$ cat src/rtl/life_seed_loader.sv
// Seed loader for the Game-of-Life grid: buffers a frame of row words, commits it
// to the per-cell init vector, runs the grid reset/seed sequence and counts generations.
module life_seed_loader #(
  parameter int ROWS  = 8,
  parameter int COLS  = 8,
  parameter int GEN_W = 16
) (
  input  logic                   clk,
  input  logic                   rst,
  input  logic                   row_valid,
  output logic                   row_ready,
  input  logic                   row_sof,
  input  logic [COLS-1:0]        row_data,
  output logic                   grid_rst,
  output logic [ROWS*COLS-1:0]   grid_init,
  output logic                   running,
  output logic [GEN_W-1:0]       gen_count,
  output logic                   frame_err
);

  localparam int                IDX_W    = (ROWS > 2) ? $clog2(ROWS) : 1;
  localparam logic [IDX_W-1:0]  LAST_IDX = IDX_W'(ROWS - 1);
  localparam logic [GEN_W-1:0]  GEN_MAX  = {GEN_W{1'b1}};

  typedef enum logic [2:0] {
    S_IDLE = 3'd0,
    S_LOAD = 3'd1,
    S_GRST = 3'd2,
    S_SEED = 3'd3,
    S_RUN  = 3'd4
  } state_t;

  state_t                 r_state;
  logic [IDX_W-1:0]       r_idx;
  logic [ROWS*COLS-1:0]   r_buf;
  logic                   r_run_loading;
  logic [ROWS*COLS-1:0]   r_grid_init;
  logic                   r_running;
  logic [GEN_W-1:0]       r_gen;
  logic                   r_frame_err;

  logic                   w_accepting;
  logic                   w_loading;
  logic                   w_row_ready;
  logic                   w_xfer;
  logic [ROWS*COLS-1:0]   w_final_buf;

  // Decode which states accept rows and whether a frame is partially loaded.
  always_comb begin
    w_accepting = 1'b0;
    w_loading   = 1'b0;
    case (r_state)
      S_IDLE: begin
        w_accepting = 1'b1;
        w_loading   = 1'b0;
      end
      S_LOAD: begin
        w_accepting = 1'b1;
        w_loading   = 1'b1;
      end
      S_RUN: begin
        w_accepting = 1'b1;
        w_loading   = r_run_loading;
      end
      default: begin
        w_accepting = 1'b0;
        w_loading   = 1'b0;
      end
    endcase
  end

  // The committed frame includes the final row arriving on the commit edge.
  always_comb begin
    w_final_buf = r_buf;
    w_final_buf[(ROWS-1)*COLS +: COLS] = row_data;
  end

  assign w_row_ready = ~rst & w_accepting;
  assign w_xfer      = row_valid & w_row_ready;

  assign row_ready = w_row_ready;
  assign grid_rst  = rst | (r_state == S_GRST);
  assign grid_init = r_grid_init;
  assign running   = r_running;
  assign gen_count = r_gen;
  assign frame_err = r_frame_err;

  // Frame loading, commit and grid sequencing state machine.
  always_ff @(posedge clk) begin
    if (rst) begin
      r_state       <= S_IDLE;
      r_idx         <= '0;
      r_buf         <= '0;
      r_run_loading <= 1'b0;
      r_grid_init   <= '0;
      r_running     <= 1'b0;
      r_gen         <= '0;
      r_frame_err   <= 1'b0;
    end else begin
      r_frame_err <= 1'b0;
      case (r_state)
        S_IDLE, S_LOAD, S_RUN: begin
          if (r_state == S_RUN) begin
            r_gen <= (r_gen == GEN_MAX) ? r_gen : r_gen + GEN_W'(1);
          end
          if (w_xfer) begin
            if (row_sof) begin
              // A start-of-frame always restarts, even on what would be the final row.
              r_buf[COLS-1:0] <= row_data;
              r_idx           <= IDX_W'(1);
              r_frame_err     <= w_loading;
              if (r_state == S_IDLE) begin
                r_state <= S_LOAD;
              end
              if (r_state == S_RUN) begin
                r_run_loading <= 1'b1;
              end
            end else if (w_loading) begin
              r_buf[r_idx*COLS +: COLS] <= row_data;
              if (r_idx == LAST_IDX) begin
                r_grid_init   <= w_final_buf;
                r_state       <= S_GRST;
                r_running     <= 1'b0;
                r_gen         <= '0;
                r_run_loading <= 1'b0;
                r_idx         <= '0;
              end else begin
                r_idx <= r_idx + IDX_W'(1);
              end
            end
          end
        end
        S_GRST: begin
          r_state   <= S_SEED;
          r_running <= 1'b0;
        end
        S_SEED: begin
          r_state   <= S_RUN;
          r_gen     <= '0;
          r_running <= 1'b1;
        end
        default: begin
          r_state <= S_IDLE;
        end
      endcase
    end
  end

endmodule

$ cat config.mk
export PLATFORM = sky130hd
export DESIGN_NAME = life_seed_loader
export DESIGN_NICKNAME = d
export VERILOG_FILES = /design/src/rtl/life_seed_loader.sv
export SDC_FILE = /design/constraint.sdc
export NUM_CORES = 1
export LEC_CHECK = 0
export ABC_AREA = 1
export CAP_MARGIN = 25
export CORE_ASPECT_RATIO = 0.75
export CORE_MARGIN = 1
export CORE_UTILIZATION = 50
export DETAILED_ROUTE_END_ITERATION = 10
export PLACE_DENSITY = 0.83
export SYNTH_ARGS = -nofsm -noshare
export SYNTH_HDL_FRONTEND = slang
export SYNTH_SLANG_ARGS = --single-unit
export TNS_END_PERCENT = 1
$ cat constraint.sdc
create_clock -name clk -period 5.5 [get_ports clk]
set_input_delay 0.825 -clock clk [delete_from_list [all_inputs] [get_ports clk]]
set_output_delay 0.825 -clock clk [all_outputs]
set_load 0.005 [all_outputs]
======== Word level (Yosys, flattened, before mapping) ========
Cells that the tools add are included.
operators by class
  shift operators ......................... 2
  bitwise operators ....................... 7
  eq/ne operators ......................... 14
  reductions and logical operators ........ 13
  $add $sub $neg .......................... 3
  multiplexer cells ....................... 28
operators by type and width
  cell                                                   count
  two-way mux 16 bit                                     6
  bitwise mux 64 bit                                     1
  variable shift 8 x 34 -> 64 bit, first input constant  1
  indexed part select 8 x 34 -> 64 bit                   1
  negation 6 -> 34 bit                                   1
  one-hot mux 16 bit (2 select lines)                    1
  two-way mux 3 bit                                      8
  adder 16 x 1 -> 16 bit, second input constant          1
  == test 16 bit, second input constant                  1
  two-way mux 8 bit                                      2
  AND reduction 5 bit                                    3
  one-hot mux 3 bit (3 select lines)                     1
  inequality test 2 x 1 -> 1 bit, second input constant  4
  AND reduction 4 bit                                    2
  two-way mux 1 bit                                      7
  == test 3 x 2 -> 1 bit, second input constant          2
  == test 3 bit, second input constant                   2
  inequality test 3 x 1 -> 1 bit, second input constant  2
  nonzero test 2 bit                                     3
  inverter 1 bit                                         4
  OR reduction 4 bit                                     1
  adder 3 x 1 -> 3 bit, second input constant            1
  == test 3 x 1 -> 1 bit, second input constant          1
  zero test 3 bit                                        1
  9 further kinds                                        10
storage, ports and cells
  register bits after elaboration ......... 153

======== Depth between registers and ports, before layout ========
  depth after elaboration ................. 8
  depth in mapped cells ................... 14

======== Worst setup path before layout ========
No wires, ideal clock.
  path type ............................... flip-flop to flip-flop
  from .................................... reg r_idx[0]
  to ...................................... reg r_buf[10]
  cell stages (with the launch flop) ...... 13
  path slack .............................. 3148 ps
  required time ........................... 5368 ps
  arrival time ............................ 2220 ps
  path buffers ............................ 4
  setup time .............................. 132 ps
  path through ............................ dfxtp_1 -> buf_4 -> inv_1 -> buf_2 -> ha_1 -> ha_1 -> buf_4 -> inv_1 -> buf_2 -> nor2_1 -> nand2_1 -> nand2_1 -> a21oi_1
on the way
  cells in the longest elaborated chain, start to end .. 3
  elaborated cells on any way between the ends .. 4
ends and longest elaborated chain
  item                                                                                     line  source
  start, declared                                                                          34    logic [IDX_W-1:0] r_idx;
  start signal, assigned                                                                   128   r_idx <= r_idx + IDX_W'(1);
  negation 6 -> 34 bit (*)                                                                 119   r_buf[r_idx*COLS +: COLS] <= row_data;
  indexed part select 8 x 34 -> 64 bit or variable shift 8 x 34 -> 64 bit (tied branches)  119
  bitwise mux 64 bit (*)                                                                   119
  end signal, assigned by index                                                            109   r_buf[COLS-1:0] <= row_data;
  end signal, assigned by index                                                            119
  end, declared                                                                            35    logic [ROWS*COLS-1:0] r_buf;
Every way passes the cells marked *; elsewhere a longest branch is shown, timed or not.
A chain may end at the register's enable or synchronous reset.

======== Worst setup path after layout ========
  from .................................... reg r_idx[0]
  to ...................................... reg r_buf[30]
The elaborated chain is that of the path after synthesis.

==> Flow_metrics.wiki <==
{| class="wikitable"
! Metric !! Value
|-
| Outcome || completed
|-
| Net switching share of the total power || 0.228
|-
| Largest net degree at the start of global routing || 82
|-
| Global-route wire length before repair || approximately 26 mm
|-
| Area taken by multi-input logic gates || between 2000 and 3000 µm²
|-
| Resized Gates After CTS || 0
|-
| Post-route ant nets || 0
|-
| Via count of the first global-routing pass || around 5300
|-
| Critical path data arrival time || 4.17 ns
|-
| Crit start category || flip-flop
|-
| Final clock period utilization by the worst path || 0.710
|-
| Peak per-stage delay on the critical path || ~0.69 ns
|-
| Yosys warns || 0
|-
| Part of the power in the clock network || 0.499
|-
| Slew at the pin closest to its max-slew limit || ~0.95 ns
|-
| Number of antenna cells inserted || 0
|-
| Detailed Route Iter0 Violations || 611
|-
| Area of the die || about 13000 µm²
|-
| Number of antenna violations at the first check in global routing || 0
|-
| Number of register bits inferred by synthesis || 145
|-
| Congestion Overflow GR || 0
|-
| Placeable Area || about 12000 µm²
|-
| Count of buffers added by post-CTS timing repair for setup || 0
|-
| Post-placement setup slack || 1.71 ns
|-
| Number of buffers and inverters on the critical path || 2
|-
| Share of flip-flops with an asynchronous set or reset after synthesis || 0
|-
| WL per Instance || roughly 13 µm
|-
| Pwr/cell area || just under 300 nW/µm²
|-
| NumNets Final || 996
|-
| Instance count of the mapped netlist || 914
|-
| Rows || 35
|-
| Setup slack on the worst flop-to-flop path || between 1.5 and 2 ns
|-
| Reg clk slew, reported paths || 0.06 ns
|-
| Total clock buffers created by CTS || 17
|-
| Area of all placed cells without fillers || 7850 µm²
|-
| Power Internal || approximately 1800 µW
|-
| Power share of the sequential group || 0.461
|-
| Input/output buffers || between 90 and 100
|-
| Die boundary width || 132 µm
|-
| Post-synth design cell area || 6360 µm²
|-
| Clock root buffer || sky130_fd_sc_hd__clkbuf_16
|-
| Combinational Power Share || 0.041
|-
| Count of unique library cells instantiated by Yosys || 27
|-
| H-Tree Level Count || 4
|-
| Number of iterations in the first detailed-routing pass || 6
|-
| Setup TNS Final || 0 ns
|-
| Synth Area per Inst || 6.96 µm²
|-
| Reg area || ~2900 µm²
|-
| Clk_skew || approximately 0.0086 ns
|-
| Clock latency reported for the late side of the worst-skew pair || 0.42 ns
|-
| Gpl congestion || between 0.8 and 0.9
|-
| Max-slew violation total from the final report || 0
|-
| Critical path capture point type || flip-flop
|-
| Fin. Hold Viols || 0
|-
| Fraction of final layout cells with drive strength greater than 1 || 0.0454
|-
| Clock tree sinks || roughly 150
|-
| Routed vias/inst || about 5.4
|-
| Total placed instance area || 7260 µm²
|-
| Kind of cell adding the most delay to the critical path || simple AND/OR/NAND/NOR gates
|-
| Clock tree from TritonCTS || built
|-
| WL final || around 16 mm
|-
| Maximum buffer depth of the clock tree || 2
|-
| Cts hold-fix bufs || 0
|-
| Cell Chain, Critical Path || inv_1 > ha_1 > ha_1 > inv_1 > nor4_2 > nand2_1 > nand2_1 > a21oi_1
|-
| Total power consumption of the routed design || ~2300 µW
|-
| Commonest cells after routing, fill and taps aside || sky130_fd_sc_hd__nor2_1 (232), sky130_fd_sc_hd__nand2_1 (149), sky130_fd_sc_hd__dfxtp_1 (145)
|-
| Overall die height || around 100 µm
|-
| Net switching power || about 520 µW
|-
| Routed via count || roughly 6200
|-
| Post-route worst setup slack || 1.60 ns
|-
| Highest achievable clock rate || around 0.26 GHz
|-
| Global routing usage summed across all routing layers || 0.245
|-
| Layout filler cell count || between 1000 and 1500
|-
| Class of the worst hold path || reg -> reg
|-
| RSZ-0062 raised after global routing || false
|-
| Max-capacitance violation count || 0
|-
| VDD IR-drop max || 0.208 mV
|-
| Number of enable flip-flop cells after synthesis || 0
|-
| Number of nets produced by synthesis || approximately 930
|-
| Slowest cell on crit path || sky130_fd_sc_hd__ha_1
|-
| Worst Path Class, Setup || reg -> reg
|-
| HPWL after DPL || 10.3 mm
|-
| Initial cell density of the core || 0.515
|-
| Final setup vio count || 0
|-
| Leak || about 0.0028 µW
|-
| Sequential area share after synthesis || 0.457
|-
| Max-slew headroom at the worst pin || 0.362
|-
| Shortest period the worst path allows || roughly 4 ns
|-
| Max FO, Critical Path || 22
|-
| Synth-to-layout area growth || 23.5%
|-
| I/O pin count || 96
|-
| CP Data Required Time || between 5 and 6 ns
|-
| Predominant post-synthesis flop cell || sky130_fd_sc_hd__dfxtp_1
|-
| Leading cell type in the layout, fill and taps excluded || sky130_fd_sc_hd__nor2_1
|-
| DRC errors left || 0
|}
[tightest hold or removal path, stage by stage, from the launching register on]
cell	delay, ns
sky130_fd_sc_hd__dfxtp_1	0.30
sky130_fd_sc_hd__nand2_1	0.06
sky130_fd_sc_hd__a21oi_1	0.05
[synth_stat cells, types with 2 or more instances]
library cell | count | area (µm²)
sky130_fd_sc_hd__dfxtp_1 | 145 | 2900
sky130_fd_sc_hd__nor2_2 | 4 | 25.0
sky130_fd_sc_hd__inv_1 | 48 | 180
sky130_fd_sc_hd__buf_4 | 2 | 15.0
sky130_fd_sc_hd__o21ai_0 | 90 | 450
sky130_fd_sc_hd__nor3_1 | 27 | 135
sky130_fd_sc_hd__nand4_1 | 24 | 150
sky130_fd_sc_hd__inv_2 | 2 | 7.51
sky130_fd_sc_hd__nand2_1 | 149 | 559
sky130_fd_sc_hd__clkinv_1 | 2 | 7.51
sky130_fd_sc_hd__nand3_1 | 58 | 290
sky130_fd_sc_hd__a21oi_1 | 65 | 325
sky130_fd_sc_hd__clkbuf_1 | 28 | 105
sky130_fd_sc_hd__nor2_1 | 232 | 871
sky130_fd_sc_hd__buf_2 | 13 | 65.1
sky130_fd_sc_hd__buf_6 | 9 | 101
sky130_fd_sc_hd__ha_1 | 5 | 62.6
sky130_fd_sc_hd__nor4_1 | 2 | 12.5
[cell families (layout without fill, tap and decap cells)]
family / Yosys count / in the layout / share of synthesized area
xor gates and xnor gates: 1 / 1 / 0.00138
buffers and inverters: 104 / 182 / 0.0758
adders and majority gates: 5 / 5 / 0.00984
DFF: 145 / 145 / 0.457
AOI/OAI and AO/OA: 160 / 160 / 0.129
and+or+nand+nor: 499 / 499 / 0.327
[path summary, 6_finish.rpt]
kind,end,depth (start not counted),start
setup / recovery,r_buf[30],8,r_idx[0]
hold / removal,r_buf[19],2,r_buf[19]
setup reg to reg,r_buf[30],8,r_idx[0]
hold reg to reg,r_buf[19],2,r_buf[19]
[routing by layer]
layer / share of wire / up-vias / global-route usage
li1: - / 3116 / -
met1: 0.48 / 2817 / 0.358
met2: 0.42 / 262 / 0.350
met3: 0.084 / 27 / 0.0596
met4: 0.014 / 0 / 0.0831
met5: 0 / - / 0
[sequential cells by signal, summed over array words and instances, names as in the netlist]
| signal | cells |
|---|---|
| grid_init | 64 |
| r_buf | 56 |
| gen_count | 16 |
| r_idx | 3 |
| r_state | 3 |
| frame_err | 1 |
| r_run_loading | 1 |
| running | 1 |
[through the flow]
| stage | utilization | instances | hold WS [ns] |
|---|---|---|---|
| 2_1_floorplan | - | 914 | 0.430 |
| 3_3_place_gp | 0.586 | 1125 | 0.443 |
| 3_5_place_dp | 0.588 | 1126 | 0.450 |
| 4_1_cts | 0.636 | 1158 | 0.459 |
| 5_1_grt | 0.636 | 1158 | 0.469 |
| 6_report | 0.636 | 1158 | 0.459 |
[final cells by class]
| type | instances | share of cell area |
|---|---|---|
| Clock buffer | 21 | 0.0586 |
| Clock inverter | 11 | 0.0167 |
| Inverter | 52 | 0.0249 |
| Multi-Input combinational cell | 665 | 0.379 |
| Sequential cell | 145 | 0.370 |
| Tap cell | 166 | 0.0264 |
| Timing Repair Buffer | 98 | 0.125 |
[power groups by stage]
stage               combinational (µW)  sequential, µW  clock (µW)
global placement                  88.9            1080           0
CTS                               91.4            1060        1150
global route                       103            1060        1210
detailed placement                90.8            1080           0
finish                            93.3            1060        1150
floorplan                         65.7            1080           0
No activity file was read; power rests on OpenSTA's default activity.
